## src/rtl/fsm_iter_pkg.sv

```systemverilog
// fsm_iter shared types.
// State encoding and step-direction constants.
package fsm_iter_pkg;

  typedef enum logic [1:0] {
    IDLE = 2'd0,
    RUN  = 2'd1,
    DONE = 2'd2
  } state_t;

  localparam logic MODE_INC = 1'b0;
  localparam logic MODE_DEC = 1'b1;

endpackage

```

## src/rtl/fsm_iter_if.sv

```systemverilog
// fsm_iter request/result bundle.
// master = producer/consumer side, slave = fsm_iter.
interface fsm_iter_if #(
  parameter int DATA_W = 8,
  parameter int CNT_W  = 4
);

  logic              start;
  logic [DATA_W-1:0] in;
  logic [CNT_W-1:0]  iters;
  logic              mode;
  logic              ack;
  logic              busy;
  logic              done;
  logic [DATA_W-1:0] out;
  logic              wrap;

  modport master (
    output start, in, iters, mode, ack,
    input  busy, done, out, wrap
  );

  modport slave (
    input  start, in, iters, mode, ack,
    output busy, done, out, wrap
  );

endinterface

```

## src/rtl/fsm_iter.sv

```systemverilog
// Iterative +1/-1 stepper with capture/run/done handshake.
// Result held in DONE until ack; start+ack chains back-to-back.
module fsm_iter
  import fsm_iter_pkg::*;
#(
  parameter int DATA_W = 8,
  parameter int CNT_W  = 4
) (
  input  logic       clk,
  input  logic       reset_n,
  fsm_iter_if.slave  bus
);

  state_t            state_q, state_d;
  logic [DATA_W-1:0] data_q, data_d;
  logic [CNT_W-1:0]  count_q, count_d;
  logic              mode_q, mode_d;
  logic              wrap_q, wrap_d;
  logic              accept;
  logic [DATA_W:0]   step_w;

  // One step with the carry/borrow landing in the top bit.
  always_comb begin
    step_w = '0;
    if (mode_q == MODE_DEC)
      step_w = {1'b0, data_q} - (DATA_W+1)'(1);
    else
      step_w = {1'b0, data_q} + (DATA_W+1)'(1);
  end

  // Next state and datapath loads.
  always_comb begin
    state_d = state_q;
    data_d  = data_q;
    count_d = count_q;
    mode_d  = mode_q;
    wrap_d  = wrap_q;
    accept  = 1'b0;
    case (state_q)
      IDLE: begin
        if (bus.start)
          accept = 1'b1;
      end
      RUN: begin
        data_d  = step_w[DATA_W-1:0];
        wrap_d  = wrap_q | step_w[DATA_W];
        count_d = count_q - CNT_W'(1);
        if (count_q == CNT_W'(1))
          state_d = DONE;
      end
      DONE: begin
        if (bus.ack) begin
          if (bus.start)
            accept = 1'b1;
          else
            state_d = IDLE;
        end
      end
      default: state_d = IDLE;
    endcase
    if (accept) begin
      data_d  = bus.in;
      count_d = bus.iters;
      mode_d  = bus.mode;
      wrap_d  = 1'b0;
      state_d = (bus.iters != '0) ? RUN : DONE;
    end
  end

  // State and datapath registers.
  always_ff @(posedge clk) begin
    if (!reset_n) begin
      state_q <= IDLE;
      data_q  <= '0;
      count_q <= '0;
      mode_q  <= 1'b0;
      wrap_q  <= 1'b0;
    end else begin
      state_q <= state_d;
      data_q  <= data_d;
      count_q <= count_d;
      mode_q  <= mode_d;
      wrap_q  <= wrap_d;
    end
  end

  assign bus.busy = (state_q == RUN) || (state_q == DONE);
  assign bus.done = (state_q == DONE);
  assign bus.out  = (state_q == DONE) ? data_q : '0;
  assign bus.wrap = (state_q == DONE) ? wrap_q : 1'b0;

endmodule

```

## src/flat_wrapper.sv

```systemverilog
// flat-port wrapper written by rule: the top's interface ports become plain ports
module fsm_iter_flat import fsm_iter_pkg::*;
#(
  parameter int DATA_W = 8,
  parameter int CNT_W  = 4
)
  (clk, reset_n, bus_start, bus_in, bus_iters, bus_mode, bus_ack, bus_busy, bus_done, bus_out, bus_wrap);
  fsm_iter_if #(.DATA_W(DATA_W), .CNT_W(CNT_W)) bus_i ();
  input  logic clk;
  input  logic reset_n;
  input wire logic [$bits(bus_i.start)-1:0] bus_start;
  input wire logic [$bits(bus_i.in)-1:0] bus_in;
  input wire logic [$bits(bus_i.iters)-1:0] bus_iters;
  input wire logic [$bits(bus_i.mode)-1:0] bus_mode;
  input wire logic [$bits(bus_i.ack)-1:0] bus_ack;
  output wire logic [$bits(bus_i.busy)-1:0] bus_busy;
  output wire logic [$bits(bus_i.done)-1:0] bus_done;
  output wire logic [$bits(bus_i.out)-1:0] bus_out;
  output wire logic [$bits(bus_i.wrap)-1:0] bus_wrap;
  assign bus_i.start = bus_start;
  assign bus_i.in = bus_in;
  assign bus_i.iters = bus_iters;
  assign bus_i.mode = bus_mode;
  assign bus_i.ack = bus_ack;
  assign bus_busy = bus_i.busy;
  assign bus_done = bus_i.done;
  assign bus_out = bus_i.out;
  assign bus_wrap = bus_i.wrap;
  fsm_iter #(.DATA_W(DATA_W), .CNT_W(CNT_W)) u_core (.clk(clk), .reset_n(reset_n), .bus(bus_i));
endmodule
```

## config.mk

```make
export PLATFORM = sky130hd
export DESIGN_NAME = fsm_iter_flat
export DESIGN_NICKNAME = d
export VERILOG_FILES = /design/src/rtl/fsm_iter_pkg.sv /design/src/rtl/fsm_iter_if.sv /design/src/rtl/fsm_iter.sv /design/src/flat_wrapper.sv
export SDC_FILE = /design/constraint.sdc
export NUM_CORES = 1
export LEC_CHECK = 0
export ABC_CLOCK_PERIOD_IN_PS = 2000
export BUFFER_PORTS_ARGS = -buffer_cell sky130_fd_sc_hd__buf_2
export CAP_MARGIN = 20
export CORE_MARGIN = 5
export CORE_UTILIZATION = 53
export DETAILED_ROUTE_END_ITERATION = 6
export GPL_ROUTABILITY_DRIVEN = 0
export PLACE_DENSITY = 0.78
export SKIP_LAST_GASP = 1
export SYNTH_ARGS = -nofsm -noshare
export SYNTH_HDL_FRONTEND = slang
export SYNTH_SLANG_ARGS = --single-unit
```

## constraint.sdc

```tcl
create_clock -name clk -period 2 [get_ports clk]
set_clock_uncertainty 0.05 [all_clocks]
set_input_delay 0.3 -clock clk [delete_from_list [all_inputs] [get_ports clk]]
set_output_delay 0.3 -clock clk [all_outputs]
set_load 0.01 [all_outputs]
```

==> impl_results.md <==
- CTS tree: built
- Async SR Flop Fraction: 0%
- Mean post-synth cell area: 8.32 sq um
- Setup Total Neg Slack: 0 ns
- Power per cell area: 1000 mW/mm^2
- CP Max Fanout: 6
- Final HPWL DP: 2200 um
- VDD IR-drop max: 0.645 mV
- Worst setup endpoint: u_core.data_q[6]
- Actual slew at the worst max-slew pin: 0.402 ns
- Most used cell, CP: o31a_1
- Critical path depth: 7
- Grt ovf: 0
- Register bit count reported by yosys: 16
- Largest net degree at the start of global routing: 18
- Setup Buffers After CTS: 0
- Remaining antenna violation count: 0
- R2R setup slack: 0.21 ns
- CTS resizes: 0
- Hold buffers post-CTS: 0
- Clk pin slew, worst setup/hold paths: 0.10 ns
- Total GRT Usage: 17.9%
- CTS Buf Count: 3
- Total Die Area: 0.00346 sq mm
- Fin crit share: 89.3%
- Sequential share of power: 31.9%
- Clk_lat worst skew: 0.29 ns
- Critical-path top delay cell: fa_1
- Starting DRT DRC Count: 29
- Clock share of power: 14.8%
- Final Hold Vio Count: 0
- Fmax: 560 MHz
- Die W: 58.9 um
- Share of layout cells above drive strength 1: 24.7%
- Fin cells: 210
- Ys flop type: dfxtp_1
- Initial antenna violation count: 0
- Vias in the first global route: 1132
- R2r startpoint: u_core.mode_q
- H-tree depth: 1
- Worst Path Class, Setup: reg -> reg
- P_sw: 0.000607 W
- PortBufs: 27
- CP peak stage delay: 0.49 ns
- Count of pins over their slew limit: 0
- Most frequent cells in the layout: buf_2, nor2_1, dfxtp_1
- FF-to-FF path depth: 7
- Min-Delay Path Class: in -> reg
- Post-synth EDFFs: 0
- End of the worst register-to-register path: u_core.data_q[6]
- Largest delay share family, worst path: compound AO/OA/AOI/OAI gates
- Inst Count DP: 206
- Via Count: 1166
- Logic pwr share: 53.3%
- Final worst path period need: 1.79 ns
- IO Count: 28
- Starting Density: 56.1%
- Max_cap viols: 0
- Site Rows: 17
- Slew headroom: 72.9%
- Status: finished, final reports clean
- CTS Sinks: 16
- Synth Instances: 152
- WL final: 2880 um
- CP Capture Type: register
- Final setup violation count: 0
- CP Cell Sequence: inv_1 -> fa_1 -> nor2b_4 -> o31a_1 -> o21ai_0 -> o31a_1 -> a31oi_1
- Worst EP required: 2.18 ns
- WP buf/inv: 1
- DR vias/cell: 5.55
- Post-Syn Nets: 182
- Filler instances: 214
- Ant diodes: 0
- Register area share after synthesis: 25.3%
- Most common cell after layout, fill and taps aside: buf_2
- Synthesized cell area: 0.00126 sq mm
- Static leakage: 0.690 nW
- DRC viols: 0
- Startpoint Class: register
- Worst setup startpoint: u_core.mode_q
- Netlist cell types: 40
- Global-route wire length before repair: 4950 um
- Vert. Die Dim: 58.9 um
- Int Power: 0.000875 W
- Clk buf depth: 2
- Area Overhead vs Synth: 16.6%
- 1st-pass router iterations: 4
- Yosys Warn Count: 0
- Core Area: 0.00225 sq mm
- Nets@finish: 213
- Routed len/inst: 13.7 um
- Switching fraction of total power: 41.0%
- RSZ-0062 raised after global routing: false
- Worst path arrival time: 1.96 ns
- Clk root buf: clkbuf_4
[sequential cells by signal, summed over array words and instances, names as in the netlist]
signal,count
u_core.count_q,4
u_core.data_q,8
u_core.mode_q,1
u_core.state_q,2
u_core.wrap_q,1
[metal layers]
metal / track usage, % / vias up / part of all wire, %
met4: 4.53 / 0 / 0.87
met5: 0 / - / 0
met1: 23.1 / 526 / 48
li1: - / 603 / -
met2: 30.4 / 33 / 45
met3: 3.29 / 4 / 6.1
[power groups by stage]
| stage | clock network [W] | registers, W | logic [W] |
|---|---|---|---|
| floorplan | 0 | 0.000461 | 0.000613 |
| global placement | 0 | 0.000474 | 0.000760 |
| detailed placement | 0 | 0.000479 | 0.000778 |
| CTS | 0.000227 | 0.000472 | 0.000790 |
| global route | 0.000245 | 0.000485 | 0.000884 |
| finish | 0.000219 | 0.000473 | 0.000791 |
[worst min-delay path by stage]
stage	startpoint	to	slack (ns)	depth (start not counted)
final	bus_in[1]	u_core.data_q[1]	0.20	3
after global routing	bus_in[1]	u_core.data_q[1]	0.21	3
after CTS	bus_in[1]	u_core.data_q[1]	0.19	3
after detailed placement	u_core.wrap_q	u_core.wrap_q	0.41	2
after global placement	u_core.wrap_q	u_core.wrap_q	0.41	2
after floorplan	u_core.wrap_q	u_core.wrap_q	0.38	2
[Yosys cell counts (2+ instances only)]
| master | number | area (sq um) |
|---|---|---|
| and2_1 | 9 | 56.3 |
| o21ai_0 | 9 | 45.0 |
| nor2_1 | 18 | 67.6 |
| clkbuf_1 | 3 | 11.3 |
| xnor2_1 | 5 | 43.8 |
| a31oi_1 | 3 | 18.8 |
| a21oi_1 | 8 | 40.0 |
| buf_2 | 2 | 10.0 |
| o21ai_1 | 2 | 10.0 |
| a211oi_1 | 8 | 60.1 |
| o31a_1 | 3 | 26.3 |
| inv_1 | 9 | 33.8 |
| ha_1 | 12 | 150 |
| nand2b_1 | 2 | 12.5 |
| dfxtp_1 | 16 | 320 |
| nand3_1 | 4 | 20.0 |
| nor2b_1 | 3 | 18.8 |
| mux2i_1 | 7 | 70.1 |
| nand2_1 | 7 | 26.3 |
| a21o_1 | 2 | 15.0 |
[through the flow]
stage	cell area [sq um]	total power, W	worst slack (ns)	hold WS [ns]	util (%)
floorplan	1260	0.00107	0.208	0.382	-
global placement	1440	0.00123	0.207	0.405	63.8
detailed placement	1440	0.00126	0.137	0.413	63.8
CTS	1470	0.00149	0.119	0.192	65.4
global route	1480	0.00161	0.0840	0.210	65.4
finish	1480	0.00148	0.214	0.201	65.4
[worst reg2reg max path, stage by stage (launching register included)]
cell and delay (ns):
dfxtp_2 0.41, inv_1 0.10, fa_1 0.49, nor2b_4 0.13, o31a_1 0.19, o21ai_0 0.09, o31a_1 0.11, a31oi_1 0.14
[kinds of logic after synthesis]
group                    synth area share, %
flip-flops                              25.3
AND/OR/NAND/NOR                         20.7
AO/OA/AOI/OAI                           24.2
multiplexers                            6.73
XOR/XNOR                                4.15
adder cells (fa/ha/maj)                 13.5
buffers and inverters                   5.44
[final cells by class]
cell class | count | area, sq um | area share [%]
Clock buffer | 4 | 36.3 | 2.46
Inverter | 9 | 33.8 | 2.29
Multi-Input combinational cell | 121 | 876 | 59.4
Sequential cell | 16 | 322 | 21.8
Tap cell | 28 | 35.0 | 2.37
Timing Repair Buffer | 32 | 173 | 11.7
(Power assumes the default switching activity.)
